<file path="src/rtl/terminal_pkg.sv">
// Shared types and constants for the terminal responder: FSM states, terminal
// selects, the "no function" code and the 7-segment digit-enable patterns.
package terminal_pkg;

    typedef enum logic [1:0] {
        ST_IDLE = 2'd0,
        ST_SHOW = 2'd1,
        ST_DONE = 2'd2
    } state_t;

    localparam logic       TERM_MATRIZ = 1'b0;
    localparam logic       TERM_LEDS   = 1'b1;
    localparam logic [2:0] CODE_NONE   = 3'b000;
    localparam logic [3:0] AC_ON       = 4'b1110;
    localparam logic [3:0] AC_OFF      = 4'b1111;

endpackage

</file>
<file path="src/rtl/terminal_responder_hold_timer.sv">
// Hold timer: START clears and arms the counter; EXPIRE is high during the
// last held cycle (count == HOLD_CYCLES-1), after which the timer disarms.
module hold_timer #(
    parameter int HOLD_CYCLES = 50000000
) (
    input  logic CLK,
    input  logic RST,
    input  logic START,
    output logic EXPIRE
);
    localparam int                 CNT_W = $clog2(HOLD_CYCLES + 1);
    localparam logic [CNT_W-1:0]   LAST  = CNT_W'(HOLD_CYCLES - 1);

    logic [CNT_W-1:0] r_count;
    logic             r_run;

    always_ff @(posedge CLK) begin
        if (RST) begin
            r_count <= '0;
            r_run   <= 1'b0;
        end else if (START) begin
            r_count <= '0;
            r_run   <= 1'b1;
        end else if (r_run) begin
            if (r_count == LAST) begin
                r_run <= 1'b0;
            end else begin
                r_count <= r_count + CNT_W'(1);
            end
        end
    end

    assign EXPIRE = r_run && (r_count == LAST);

endmodule

</file>
<file path="src/rtl/terminal_responder.sv">
// Two-user terminal responder: arbitrates requests, holds the granted code on
// its terminal for HOLD_CYCLES, then pulses DONE. TERMINAL_RESPONDER_RR_EN selects round-robin.
module terminal_responder
    import terminal_pkg::*;
#(
    parameter int HOLD_CYCLES = 50000000
) (
    input  logic       CLK,
    input  logic       RST,
    input  logic [1:0] REQ_VALID,
    input  logic [2:0] REQ_CODE0,
    input  logic [2:0] REQ_CODE1,
    input  logic [1:0] REQ_TERM,
    input  logic [2:0] REQ_AUT0,
    input  logic [2:0] REQ_AUT1,
    output logic [1:0] REQ_READY,
    output logic [2:0] FMATRIZ,
    output logic [2:0] FLEDS,
    output logic [2:0] F7SEG,
    output logic [3:0] AC_7SEG,
    output logic       DONE,
    output logic       DONE_USER,
    output logic       DONE_ERR
);
    state_t     r_state, w_state_next;
    logic       r_user, w_user_next;
    logic [2:0] r_code, w_code_next;
    logic       r_term, w_term_next;
    logic [2:0] r_aut, w_aut_next;

    logic [1:0] w_grant;
    logic       w_accept;
    logic       w_accept_user;
    logic       w_expire;
    logic       w_start;
    logic       w_show_next;
    logic       w_done_next;

    logic [2:0] r_fmatriz, r_fleds, r_f7seg;
    logic [3:0] r_ac;
    logic       r_done, r_done_user, r_done_err;

`ifdef TERMINAL_RESPONDER_RR_EN
    logic r_ptr;

    // Pointer names the user that wins the next tie; it flips to the other user on every accept.
    always_ff @(posedge CLK) begin
        if (RST) begin
            r_ptr <= 1'b0;
        end else if (w_accept) begin
            r_ptr <= ~w_accept_user;
        end
    end

    always_comb begin
        w_grant = REQ_VALID;
        if (REQ_VALID == 2'b11) begin
            w_grant = r_ptr ? 2'b10 : 2'b01;
        end
    end
`else
    always_comb begin
        w_grant = REQ_VALID;
        if (REQ_VALID[0]) begin
            w_grant = 2'b01;
        end
    end
`endif

    assign REQ_READY     = (r_state == ST_IDLE && !RST) ? w_grant : 2'b00;
    assign w_accept      = |(REQ_VALID & REQ_READY);
    assign w_accept_user = REQ_READY[1];

    always_comb begin
        w_state_next = r_state;
        w_user_next  = r_user;
        w_code_next  = r_code;
        w_term_next  = r_term;
        w_aut_next   = r_aut;
        case (r_state)
            ST_IDLE: begin
                if (w_accept) begin
                    w_user_next  = w_accept_user;
                    w_code_next  = w_accept_user ? REQ_CODE1 : REQ_CODE0;
                    w_term_next  = REQ_TERM[w_accept_user];
                    w_aut_next   = w_accept_user ? REQ_AUT1 : REQ_AUT0;
                    w_state_next = (w_code_next == CODE_NONE) ? ST_DONE : ST_SHOW;
                end
            end
            ST_SHOW: begin
                if (w_expire) begin
                    w_state_next = ST_DONE;
                end
            end
            ST_DONE: begin
                w_state_next = ST_IDLE;
            end
            default: begin
                w_state_next = ST_IDLE;
            end
        endcase
    end

    assign w_start     = (r_state == ST_IDLE) && (w_state_next == ST_SHOW);
    assign w_show_next = (w_state_next == ST_SHOW);
    assign w_done_next = (w_state_next == ST_DONE);

    hold_timer #(
        .HOLD_CYCLES(HOLD_CYCLES)
    ) u_hold_timer (
        .CLK   (CLK),
        .RST   (RST),
        .START (w_start),
        .EXPIRE(w_expire)
    );

    // Outputs are registered from the next-state view so they line up with the state they describe.
    always_ff @(posedge CLK) begin
        if (RST) begin
            r_state     <= ST_IDLE;
            r_user      <= 1'b0;
            r_code      <= CODE_NONE;
            r_term      <= TERM_MATRIZ;
            r_aut       <= 3'b000;
            r_fmatriz   <= 3'b000;
            r_fleds     <= 3'b000;
            r_f7seg     <= 3'b000;
            r_ac        <= AC_OFF;
            r_done      <= 1'b0;
            r_done_user <= 1'b0;
            r_done_err  <= 1'b0;
        end else begin
            r_state     <= w_state_next;
            r_user      <= w_user_next;
            r_code      <= w_code_next;
            r_term      <= w_term_next;
            r_aut       <= w_aut_next;
            r_fmatriz   <= (w_show_next && w_term_next == TERM_MATRIZ) ? w_code_next : 3'b000;
            r_fleds     <= (w_show_next && w_term_next == TERM_LEDS) ? w_code_next : 3'b000;
            r_f7seg     <= w_show_next ? w_aut_next : 3'b000;
            r_ac        <= w_show_next ? AC_ON : AC_OFF;
            r_done      <= w_done_next;
            r_done_user <= w_done_next && w_user_next;
            r_done_err  <= w_done_next && (w_code_next == CODE_NONE);
        end
    end

    assign FMATRIZ   = r_fmatriz;
    assign FLEDS     = r_fleds;
    assign F7SEG     = r_f7seg;
    assign AC_7SEG   = r_ac;
    assign DONE      = r_done;
    assign DONE_USER = r_done_user;
    assign DONE_ERR  = r_done_err;

endmodule

</file>
<file path="config.mk">
export PLATFORM = sky130hd
export DESIGN_NAME = terminal_responder
export DESIGN_NICKNAME = d
export VERILOG_FILES = /design/src/rtl/terminal_pkg.sv /design/src/rtl/terminal_responder_hold_timer.sv /design/src/rtl/terminal_responder.sv
export SDC_FILE = /design/constraint.sdc
export NUM_CORES = 1
export LEC_CHECK = 0
export ABC_AREA = 1
export CAP_MARGIN = 20
export CORE_ASPECT_RATIO = 1.25
export CORE_UTILIZATION = 55
export CTS_BUF_LIST = sky130_fd_sc_hd__clkbuf_16
export CTS_CLUSTER_DIAMETER = 200
export DETAILED_ROUTE_END_ITERATION = 8
export PLACE_DENSITY_LB_ADDON = 0.3
export SYNTH_ARGS = -nofsm -noshare
export SYNTH_HDL_FRONTEND = slang
export SYNTH_HIERARCHICAL = 1
export SYNTH_SLANG_ARGS = --single-unit
export TNS_END_PERCENT = 50
</file>
<file path="constraint.sdc">
create_clock -name CLK -period 2.05 [get_ports CLK]
set_clock_uncertainty 0.15 [all_clocks]
set_input_delay 0.3075 -clock CLK [delete_from_list [all_inputs] [get_ports CLK]]
set_output_delay 0.3075 -clock CLK [all_outputs]
set_load 0.01 [all_outputs]
</file>
### Yosys cells after proc, flatten, opt, wreduce, memory -nomap -nowiden

Cells that the tools add are included.
Widths: inputs -> output; s select.

| word-level totals | value |
|---|---|
| register bits after elaboration | 53 |
| bits in latches | 0 |
| bits in writable memories | 0 |
| bits in read-only memories | 0 |
| bits of input ports | 18 |
| output and inout port bits | 18 |
| word-level logic and storage cells | 65 |
| memories | 0 |

| cells by class | value |
|---|---|
| add/subtract/negate cells | 1 |
| multipliers | 0 |
| div/mod/pow operators | 0 |
| magnitude comparators | 1 |
| equality and inequality tests | 4 |
| shift-type cells | 0 |
| mux-type cells | 22 |
| bitwise logic cells | 6 |
| reductions and logical operators | 17 |

Operators by type and width:

| operator | count |
|---|---|
| $add 26x1->26 const B | 1 |
| $eq 26x26->1 const B | 1 |
| $mux 3 | 6 |
| $mux 1 | 10 |
| $mux 2 | 5 |
| $reduce_or 2->1 | 5 |
| $logic_and 1x1->1 | 7 |
| $logic_not 3->1 | 2 |
| $not 1->1 | 5 |
| $eq 2x1->1 const B | 2 |
| $pmux 2 s2 | 1 |
| $and 2x2->2 | 1 |
| $eq 2x2->1 const B | 1 |
| $logic_not 2->1 | 1 |
| $lt 1x2->1 const B | 1 |
| $reduce_and 2->1 | 1 |
| $logic_not 1->1 | 1 |

### Depth between registers and ports, before layout

Gate-level depths: netlist (run 1).

| logic depth | value |
|---|---|
| depth after elaboration | 12 |
| gate-level depth with buffers | 13 |
| gate-level depth less buffers | 11 |

### Modules after synthesis

Netlist (run 1), hierarchy kept.

By module, submodules not included:

| module | times used | cells each | area each (um2) | sequential area each (um2) |
|---|---|---|---|---|
| hold_timer | 1 | 276 | 1682.9 | 540.5 |
| terminal_responder | 1 | 119 | 1029.7 | 460.4 |

### Least setup slack after synthesis (run 1)

Ideal clock, no wire load.

| timing | value |
|---|---|
| kind | input to register |
| from | in RST |
| to | reg u_hold_timer.r_count[15] |
| data arrival time | 1.664 ns |
| required time | 1.836 ns |
| setup slack | 0.172 ns |
| stages | 13 |
| path buffers | 3 |
| cell sequence | buf_6 > inv_6 > nand3_4 > buf_6 > nand2_4 > nand2_2 > nand3_1 > nand2_2 > inv_1 > nor2_1 > clkbuf_1 > nand2_1 > nor2_1 |

| between the ends | value |
|---|---|
| word-level cells in the longest chain between the ends | 11 |

Ends and longest elaborated chain:

| item | RTL line | RTL |
|---|---|---|
| start: declaration | terminal_responder.sv:9 | `input logic RST,` |
| $logic_not 1->1 * | terminal_responder.sv:70 | `assign REQ_READY = (r_state == ST_IDLE && !RST) ? w_grant : 2'b00;` |
| $logic_and 1x1->1 * | terminal_responder.sv:70 |  |
| $mux 2 * | terminal_responder.sv:70 |  |
| $mux 3 | terminal_responder.sv:84 | `w_code_next = w_accept_user ? REQ_CODE1 : REQ_CODE0;` |
| $logic_not 3->1 | terminal_responder.sv:87 | `w_state_next = (w_code_next == CODE_NONE) ? ST_DONE : ST_SHOW;` |
| $mux 2 | terminal_responder.sv:87 |  |
| $mux 2 * | terminal_responder.sv:82 | `if (w_accept) begin` |
| $pmux 2 s2 * | terminal_responder.sv:80 | `case (r_state)` |
| $eq 2x1->1 * | terminal_responder.sv:104 | `assign w_start = (r_state == ST_IDLE) && (w_state_next == ST_SHOW);` |
| $logic_and 1x1->1 * | terminal_responder.sv:104 |  |
| net w_start | terminal_responder.sv:35 | `logic w_start;` |
| $reduce_or 2->1 (no line) * | -- |  |
| end signal: assignment | terminal_responder_hold_timer.sv:28 | `r_count <= r_count + CNT_W'(1);` |
| end: declaration | terminal_responder_hold_timer.sv:14 | `logic [CNT_W-1:0] r_count;` |

The timed path passes the listed nets; every way through them passes the cells marked *.
A chain may end at the register's enable or synchronous reset.

### Final worst setup path (run 1)

| timing | value |
|---|---|
| from | reg u_hold_timer.r_count[0] |
| to | reg r_fleds[2] (netlist: FLEDS[2]) |

| between the ends | value |
|---|---|
| word-level cells in the longest chain between the ends | 8 |

Ends and longest elaborated chain:

| item | RTL line | RTL |
|---|---|---|
| $eq 26x26->1 | terminal_responder_hold_timer.sv:33 | `assign EXPIRE = r_run && (r_count == LAST);` |
| $logic_and 1x1->1 | terminal_responder_hold_timer.sv:33 |  |
| net w_expire | terminal_responder.sv:34 | `logic w_expire;` |
| $mux 2 | terminal_responder.sv:91 | `if (w_expire) begin` |
| $pmux 2 s2 | terminal_responder.sv:80 |  |
| $eq 2x1->1 | terminal_responder.sv:105 | `assign w_show_next = (w_state_next == ST_SHOW);` |
| $logic_and 1x1->1 | terminal_responder.sv:139 | `r_fleds <= (w_show_next && w_term_next == TERM_LEDS) ? w_code_next : 3'b000;` |
| $not 1->1 (no line) | -- |  |
| $reduce_or 2->1 (no line) | -- |  |
| end signal: assignment | terminal_responder.sv:139 |  |
| end: declaration | terminal_responder.sv:39 | `logic [2:0] r_fmatriz, r_fleds, r_f7seg;` |

The timed path passes the listed nets, and every way through them passes these cells.

==> results of run 1 <==
-- power breakdown --
group / internal, uW / switching, uW
clock: 578 / 367
sequential: 1000 / 17.7
combinational: 138 / 167
-- stage by stage --
step / setup WS [ns] / TNS, ns / hold slack [ns] / total power [uW]
4_1_cts: -0.0147 / -0.0147 / 0.347 / 2270
3_3_place_gp: -0.128 / -1.45 / 0.315 / 1330
5_1_grt: -0.00432 / -0.0103 / 0.384 / 2360
2_1_floorplan: 0.172 / 0 / 0.227 / 1220
3_5_place_dp: -0.168 / -3.24 / 0.329 / 1330
6_report: 0.156 / 0 / 0.350 / 2270
-- layout by cell type (no fill, tap or decap), drive strengths merged --
cell type / count
a31oi: 2
nand3: 47
bufinv: 1
clkbuf: 5
inv: 50
dfxtp: 50
xor2: 3
clkdlybuf4s50: 28
dlygate4sd2: 3
conb: 3
buf: 24
o21ai: 9
xnor2: 2
a21oi: 19
nor2: 75
nand3b: 2
nor3: 6
o21a: 3
dlymetal6s2s: 1
nand2: 93
clkinv: 5
nand4: 16
ha: 1
-- layer usage --
metal,vias to the layer above,routed length [microns]
met5,-,0
met4,0,230
met3,22,274
met2,76,3250
met1,1178,2520
li1,1357,-
-- worst paths after layout --
kind,startpoint,end,slack [ns],depth (start not counted)
hold reg to reg,u_hold_timer/r_count[12],u_hold_timer/r_count[12],0.35,2
hold / removal,u_hold_timer/r_count[12],u_hold_timer/r_count[12],0.35,2
setup reg to reg,u_hold_timer/r_count[0],FLEDS[2],0.16,9
setup / recovery,u_hold_timer/r_count[0],FLEDS[2],0.16,9
-- cells in the mapped netlist, drive strengths merged (3+ instances only) --
library cell	number
a21oi	19
clkbuf	3
nand3	47
nor3	6
clkinv	4
o21ai	9
nand4	16
o21a	3
xor2	3
nand2	93
buf	10
nor2	75
dfxtp	50
inv	49
-- state kept, by name, summed over array words and instances, names as in the netlist --
| register | flops |
|---|---|
| u_hold_timer/r_count | 26 |
| r_aut | 3 |
| u_hold_timer/r_run | 1 |
| r_code | 3 |
| r_state | 2 |
| FLEDS | 3 |
| DONE_ERR | 1 |
| DONE_USER | 1 |
| DONE | 1 |
| AC_7SEG | 1 |
| r_term | 1 |
| F7SEG | 3 |
| r_user | 1 |
| FMATRIZ | 3 |
-- layout make-up --
| cell class | count | area share, % |
|---|---|---|
| Clock inverter | 3 | 1.29 |
| Sequential cell | 50 | 29.5 |
| Inverter | 53 | 6.01 |
| Tap cell | 60 | 2.21 |
| Multi-Input combinational cell | 281 | 42.2 |
| Clock buffer | 5 | 3.69 |
| Timing Repair Buffer | 56 | 15.1 |
-- timing repair --
item	in CTS	in global routing
setup endpoints to repair	2	33
pin swaps	3	5
resized for setup	3	6
setup buffers	2	1
-- worst register-to-register path, stage by stage, from the launching register on --
cell	delay (ns)
dfxtp_1	0.38
ha_2	0.25
nand3_1	0.13
nor3_1	0.20
nand3_1	0.10
nor2_1	0.16
nand3b_1	0.18
nand2_4	0.09
nand2_2	0.10
nor2_1	0.04
-- cell families (layout without fill, tap and decap cells) --
family / Yosys count / in the layout / share of synthesized area [%]
AOI/OAI and AO/OA: 33 / 33 / 7.01
xor gates and xnor gates: 5 / 5 / 1.61
adders and majority gates: 1 / 1 / 0.461
buffers and inverters: 66 / 117 / 11.3
DFF: 50 / 50 / 36.9
other: 1 / 3 / 0.138
and+or+nand+nor: 239 / 239 / 42.5
==> impl_metrics.toml, run 1 <==
[run_status]
outcome = "finished clean"

[critical_path]
cp-start-kind = "register"
crit_path_top_delay_cell = "dfxtp_1"
required_ns = 2.08
slowest_delay_ns = 0.38
cp.buffers_inverters = 0
crit_fanout = 5
cp.arrival_ns = 1.93
path_cells = "ha_2 > nand3_1 > nor3_1 > nand3_1 > nor2_1 > nand3b_1 > nand2_4 > nand2_2 > nor2_1"
critPathCaptureType = "register"
cp_top_family = "simple AND/OR/NAND/NOR gates"
path_class = "register to register"

[grt]
grt_pass1_wl_mm = 10.8
grt_max_degree = 17
gr-usage-met2_pct = 47.7
use_met3_pct = 4.97
grt_pass1_vias = 2547
grt_usage_pct = 26.6
grt_remaining_overflow = 0
antenna_found_initial = 0
busiest_layer = "met2"
grtUsageMet1_pct = 28.1

[routing]
drt_iter0_drc = 132
routed-via-count = 2633
wl_mm = 6.27
drtPass1Iterations = 4
antenna_left = 0
avgRoutedWirePerCell_microns = 12.4
vias_per_cell = 5.18
drc = 0

[clocking]
numCtsBuffers = 5
cts.clk_slew.worst_paths_ns = 0.07
cts_hold_buf = 0
clock-sinks = 50
cts_root_buffer = "clkbuf_16"
cts_tree = "yes"
h-tree-depth = 2
clkLatencyLatePin_ns = 0.29
max-clock-path-buffers = 2

[placement]
port_buffers = 32
hpwl_mm = 4.59
place.gp.congestion = 0.846
place_inst = 497
dpl_cell_area_sq_mm = 0.00318

[synthesis]
synth.avg_cell_area_sq_um = 6.87
ys_ff_latch = 50
ys.flop_type = "dfxtp_1"
yosysTopAreaCell = "dfxtp_1"
synth_edf_count = 0
synth_cell_type_count = 33
synth_area_sq_mm = 0.00271
synth-async-reset-ratio_pct = 0
ys_top_cells_by_area = "dfxtp_1, nand2_1, nor2_1"
synth_seq_area_share_pct = 36.9
synth_top_area_share_pct = 36.9
synth_cells = 395
yosysWarningCount = 6

[floorplanning]
rows = 28
core-area_sq_mm = 0.00473
start_util_pct = 57.4
die_x_microns = 64.8
io_pins = 36
die_area_sq_mm = 0.00522
die_height_microns = 80.5

[finish]
area_delta_synth_final_pct = 25.1
final_area_sq_mm = 0.00339
utilization_pct = 71.7
regArea_sq_mm = 0.00100
multi_input_area_sq_mm = 0.00143
finalNonFillerCells = 508
antenna_cells = 0
layout.nets = 466
drive_gt1_share_pct = 16.1
fill_cells = 389

[pwr]
ir_drop_uv = 681
p_leak_uw = 0.00139
power.density_mw_per_mm2 = 668

[sta]
post-route-min-period_ns = 1.89
hold_violations = 0
final.period_utilization_pct = 92.4
drv_slew = 0
max_freq_mhz = 528
setup_violations = 0

[hold_path]
worst_hold_path_type = "register to register"

[flow_run]
cap_viol_max_count = 0
Note: power is estimated with default switching activity, not from simulation.
==> run 2, diff against run 1 <==
MAX_ROUTING_LAYER = met4   (was default)
==> impl_metrics.toml, run 2 (synthesized netlist as in run 1, its figures left out) <==
[sta]
setup_tns_ns = 0
final.period_utilization_pct = 92.6
setup_violations = 0
whs_ns = 0.352
post-route-min-period_ns = 1.90
hold_violations = 0
max_freq_mhz = 527
drv_slew = 0

[pwr]
power.density_mw_per_mm2 = 669
seq_power_share_pct = 44.8
power_uw = 2270
p_clk_share_pct = 41.8
p_sw_share_pct = 24.4
p_leak_uw = 0.00139
power.net_switching_uw = 554
ir_drop_uv = 685
p_int_uw = 1720
power_frac_comb_pct = 13.4

[flow_run]
cap_viol_max_count = 0

[routing]
routed-via-count = 2646
drc = 0
antenna_left = 0
drtPass1Iterations = 5
avgRoutedWirePerCell_microns = 12.4
vias_per_cell = 5.21
wl_mm = 6.28
drt_iter0_drc = 129

[finish]
area_delta_synth_final_pct = 25.1
antenna_cells = 0
final_cell_mix = "nand2_1, nor2_1, dfxtp_1"
largest_register = "u_hold_timer/r_count"
drive_gt1_share_pct = 16.1
mostFrequentLayoutCell = "nand2_1"
final_area_sq_mm = 0.00339
largest_reg_flops = 26
layout.nets = 466

[run_status]
outcome = "finished clean"

[grt]
grt_pass1_vias = 2543
grt_max_degree = 17
grt_usage_pct = 27.4
grt_pass1_wl_mm = 10.8
antenna_found_initial = 0
grt_remaining_overflow = 0

[floorplanning]
die_x_microns = 64.8
io_pins = 36
rows = 28
die_height_microns = 80.5
core-area_sq_mm = 0.00473
die_area_sq_mm = 0.00522
start_util_pct = 57.4

[hold_path]
min_to = "u_hold_timer/r_count[12]"
whs_path_depth = 2
worst_hold_path_type = "register to register"
hold_start = "u_hold_timer/r_count[12]"

[placement]
dpl_cell_area_sq_mm = 0.00318
hpwl_mm = 4.59
place.gp.congestion = 0.860
port_buffers = 32

[clocking]
h-tree-depth = 2
max-clock-path-buffers = 2
clock-sinks = 50
cts_hold_buf = 0
numCtsBuffers = 5
cts_root_buffer = "clkbuf_16"
clkLatencyLatePin_ns = 0.29
cts_tree = "yes"
cts.clk_slew.worst_paths_ns = 0.07

[critical_path]
path_class = "primary input to register"
critPathCaptureType = "register"
cp.arrival_ns = 1.93
timing.rr.start = "u_hold_timer/r_count[0]"
worst-r2r-setup-slack_ns = 0.16
required_ns = 2.08
rr_worst_depth = 9
cp-start-kind = "primary input"
crit_fanout = 13
r2r_end = "FLEDS[2]"
-- run 2: power by group through the flow --
stage                     sequential, uW  clock (uW)  combinational (uW)
final                               1020         948                 304
after global routing                1020        1000                 335
after global placement              1040           0                 288
after CTS                           1020         961                 295
after detailed placement            1040           0                 293
after floorplan                     1040           0                 181
-- run 2: repair_timing --
| item | 4_1_cts | 5_1_grt |
|---|---|---|
| gates resized for setup | 3 | 6 |
| setup buffers | 2 | 1 |
| gates cloned | 0 | 0 |
| endpoints found under the setup margin | 2 | 33 |
| pin swaps | 3 | 5 |
-- run 2: through the flow --
stage	utilization, %	setup WS, ns	cells
6_report	71.7	0.151	508
5_1_grt	71.7	-0.00270	508
4_1_cts	71.1	-0.0147	507
3_5_place_dp	67.3	-0.168	497
3_3_place_gp	67.3	-0.128	497
2_1_floorplan	-	0.172	397
-- run 2: area by class of cell --
cell class | count | area, sq um
Sequential cell | 50 | 1000
Multi-Input combinational cell | 281 | 1430
Inverter | 53 | 204
Fill cell | 389 | 1340
Timing Repair Buffer | 56 | 512
Tap cell | 60 | 75.1
Clock inverter | 3 | 43.8
Clock buffer | 5 | 125
-- run 2: worst max path at each step --
stage | endpoint | slack (ns) | cells past startpoint | from
after detailed placement | REQ_READY[1] | -0.17 | 5 | REQ_VALID[0]
after global placement | REQ_READY[1] | -0.13 | 5 | REQ_VALID[0]
final | u_hold_timer/r_count[10] | 0.15 | 14 | REQ_VALID[1]
after floorplan | u_hold_timer/r_count[15] | 0.17 | 13 | RST
after CTS | REQ_READY[0] | -0.01 | 4 | r_state[1]
after global routing | u_hold_timer/r_count[1] | -0.003 | 14 | REQ_VALID[1]
-- run 2: layer usage --
layer  global-route usage [%]  vias to the layer above  wire [microns]
met4                     16.4                        0             208
li1                         -                     1358               -
met3                     5.26                       19             330
met2                     47.7                       99            3290
met1                     28.2                     1170            2450
met5                        -                        -               0
-- run 2: worst max-delay path, stage by stage --
cell and delay, ns:
clkdlybuf4s50_1 0.45, inv_1 0.05, nor2_4 0.12, nand3_4 0.09
buf_4 0.18, nand2_1 0.07, nand2_1 0.07, nand3_1 0.10
nand2_2 0.06, inv_1 0.09, nor2_2 0.05, inv_1 0.09
buf_12 0.14, a21oi_1 0.05
==> run 3, diff against run 2 <==
CORE_UTILIZATION = 50   (was 55)
clock period = 1.6 ns   (was 2.05 ns; I/O delays follow)
==> impl_metrics.toml, run 3 (synthesized netlist as in run 1, its figures left out) <==
[placement]
place.gp.congestion = 0.942
place_inst = 537
hpwl_mm = 5.20
port_buffers = 32

[sta]
post-route-min-period_ns = 1.84
finalWorstSetupSlack_ns = -0.242
rsz0062_at_grt = "true"
max_freq_mhz = 543
final.period_utilization_pct = 115
hold_violations = 0
setup_violations = 48
drv_slew = 0

[critical_path]
path_class = "register to register"
path_depth = 10
crit_fanout = 5
worst-r2r-setup-slack_ns = -0.24
cp.arrival_ns = 1.88
crit_end = "F7SEG[0]"
required_ns = 1.64
path_cells = "nand2_2 > inv_2 > nand2_2 > nor3_4 > nand3_2 > nor2_2 > nand3b_1 > nand2_4 > nand2_4 > nor2_2"
slowest_delay_ns = 0.36
cp.buffers_inverters = 1
rr_worst_depth = 10
cp-start-kind = "register"
cp_top_family = "simple AND/OR/NAND/NOR gates"
crit_path_top_delay_cell = "dfxtp_2"
critPathCaptureType = "register"
r2r_end = "F7SEG[0]"
crit_start = "u_hold_timer/r_count[13]"
timing.rr.start = "u_hold_timer/r_count[13]"

[clocking]
clkLatencyLatePin_ns = 0.29
cts_root_buffer = "clkbuf_16"
h-tree-depth = 2
cts_tree = "yes"
max-clock-path-buffers = 2
cts.clk_slew.worst_paths_ns = 0.07
clock-sinks = 50
numCtsBuffers = 5
cts_hold_buf = 0

[pwr]
p_leak_uw = 0.00171
power_uw = 3030
power.density_mw_per_mm2 = 730
ir_drop_uv = 768

[hold_path]
worst_hold_path_type = "register to register"
hold_start = "r_code[0]"

[routing]
antenna_left = 0
drtPass1Iterations = 7
drc = 0
routed-via-count = 3144
drt_iter0_drc = 269
avgRoutedWirePerCell_microns = 16.2
wl_mm = 9.19
vias_per_cell = 5.54

[grt]
grt_remaining_overflow = 0
grt_pass1_vias = 3054
grt_max_degree = 16
grt_usage_pct = 31.5
antenna_found_initial = 0
grt_pass1_wl_mm = 13.4

[finish]
area_delta_synth_final_pct = 53.3
mostFrequentLayoutCell = "buf_4"
layout.nets = 523
largest_reg_flops = 26
multi_input_area_sq_mm = 0.00171
regArea_sq_mm = 0.00102
final_cell_mix = "buf_4, nand2_1, nor2_1"
drive_gt1_share_pct = 39.2
antenna_cells = 0
utilization_pct = 80.7
finalNonFillerCells = 567
fill_cells = 310
largest_register = "u_hold_timer/r_count"

[floorplanning]
die_area_sq_mm = 0.00573
io_pins = 36
start_util_pct = 52.6
die_height_microns = 84.4
core-area_sq_mm = 0.00515
die_x_microns = 67.9
rows = 29

[run_status]
violations = "setup timing"
outcome = "finished, violations left"

[flow_run]
cap_viol_max_count = 0
## run 3: what timing repair did
action                     CTS  global route
gates resized for setup     64            46
pin swaps                   27            29
gates cloned                 3             1
setup endpoints to repair   50            51
buffers inserted            16             6
## run 3: metrics by stage
| step | setup TNS (ns) | area, sq um | hold slack, ns | worst slack (ns) |
|---|---|---|---|---|
| after floorplan | -0.0178 | 2780 | 0.159 | -0.00296 |
| after global placement | -18.23 | 3500 | 0.338 | -0.429 |
| after detailed placement | -21.42 | 3500 | 0.345 | -0.504 |
| after CTS | -2.78 | 3980 | 0.362 | -0.113 |
| after global routing | -9.72 | 4160 | 0.386 | -0.311 |
| final | -7.34 | 4160 | 0.366 | -0.242 |
## run 3: power by group
part	total, uW	internal [uW]	switching, uW
Sequential	1300	1280	20.7
Clock	1210	733	479
Combinational	521	236	285
Total	3030	2250	785
## run 3: worst min-delay path by stage
stage | to | slack [ns] | cells after the start
detailed placement | u_hold_timer/r_count[0] | 0.35 | 2
floorplan | u_hold_timer/r_run | 0.16 | 1
global route | u_hold_timer/r_count[25] | 0.39 | 2
finish | r_code[0] | 0.37 | 2
CTS | u_hold_timer/r_count[0] | 0.36 | 2
global placement | u_hold_timer/r_count[0] | 0.34 | 2
## run 3: routing by layer
metal  track usage [%]  up-vias  share of wire (%)
li1                  -     1466                  -
met1              32.7     1459                 37
met2              54.0      169                 52
met3              7.34       50                6.2
met4              15.2        0                4.4
met5                 -        -                  0
## run 3: layout make-up
| cell class | instances | area share (%) |
|---|---|---|
| repair buffers | 111 | 23.1 |
| multi-input cells | 282 | 41.2 |
| well taps | 62 | 1.87 |
| inverters | 53 | 5.09 |
| clock inverters | 3 | 0.993 |
| repair inverters | 1 | 0.211 |
| flip-flops and latches | 50 | 24.5 |
| clock buffers | 5 | 3.01 |
## run 3: tightest hold or removal path, stage by stage, from the launching register on
cell and delay (ns):
dfxtp_1 0.32, o21ai_2 0.08, nor2_1 0.08
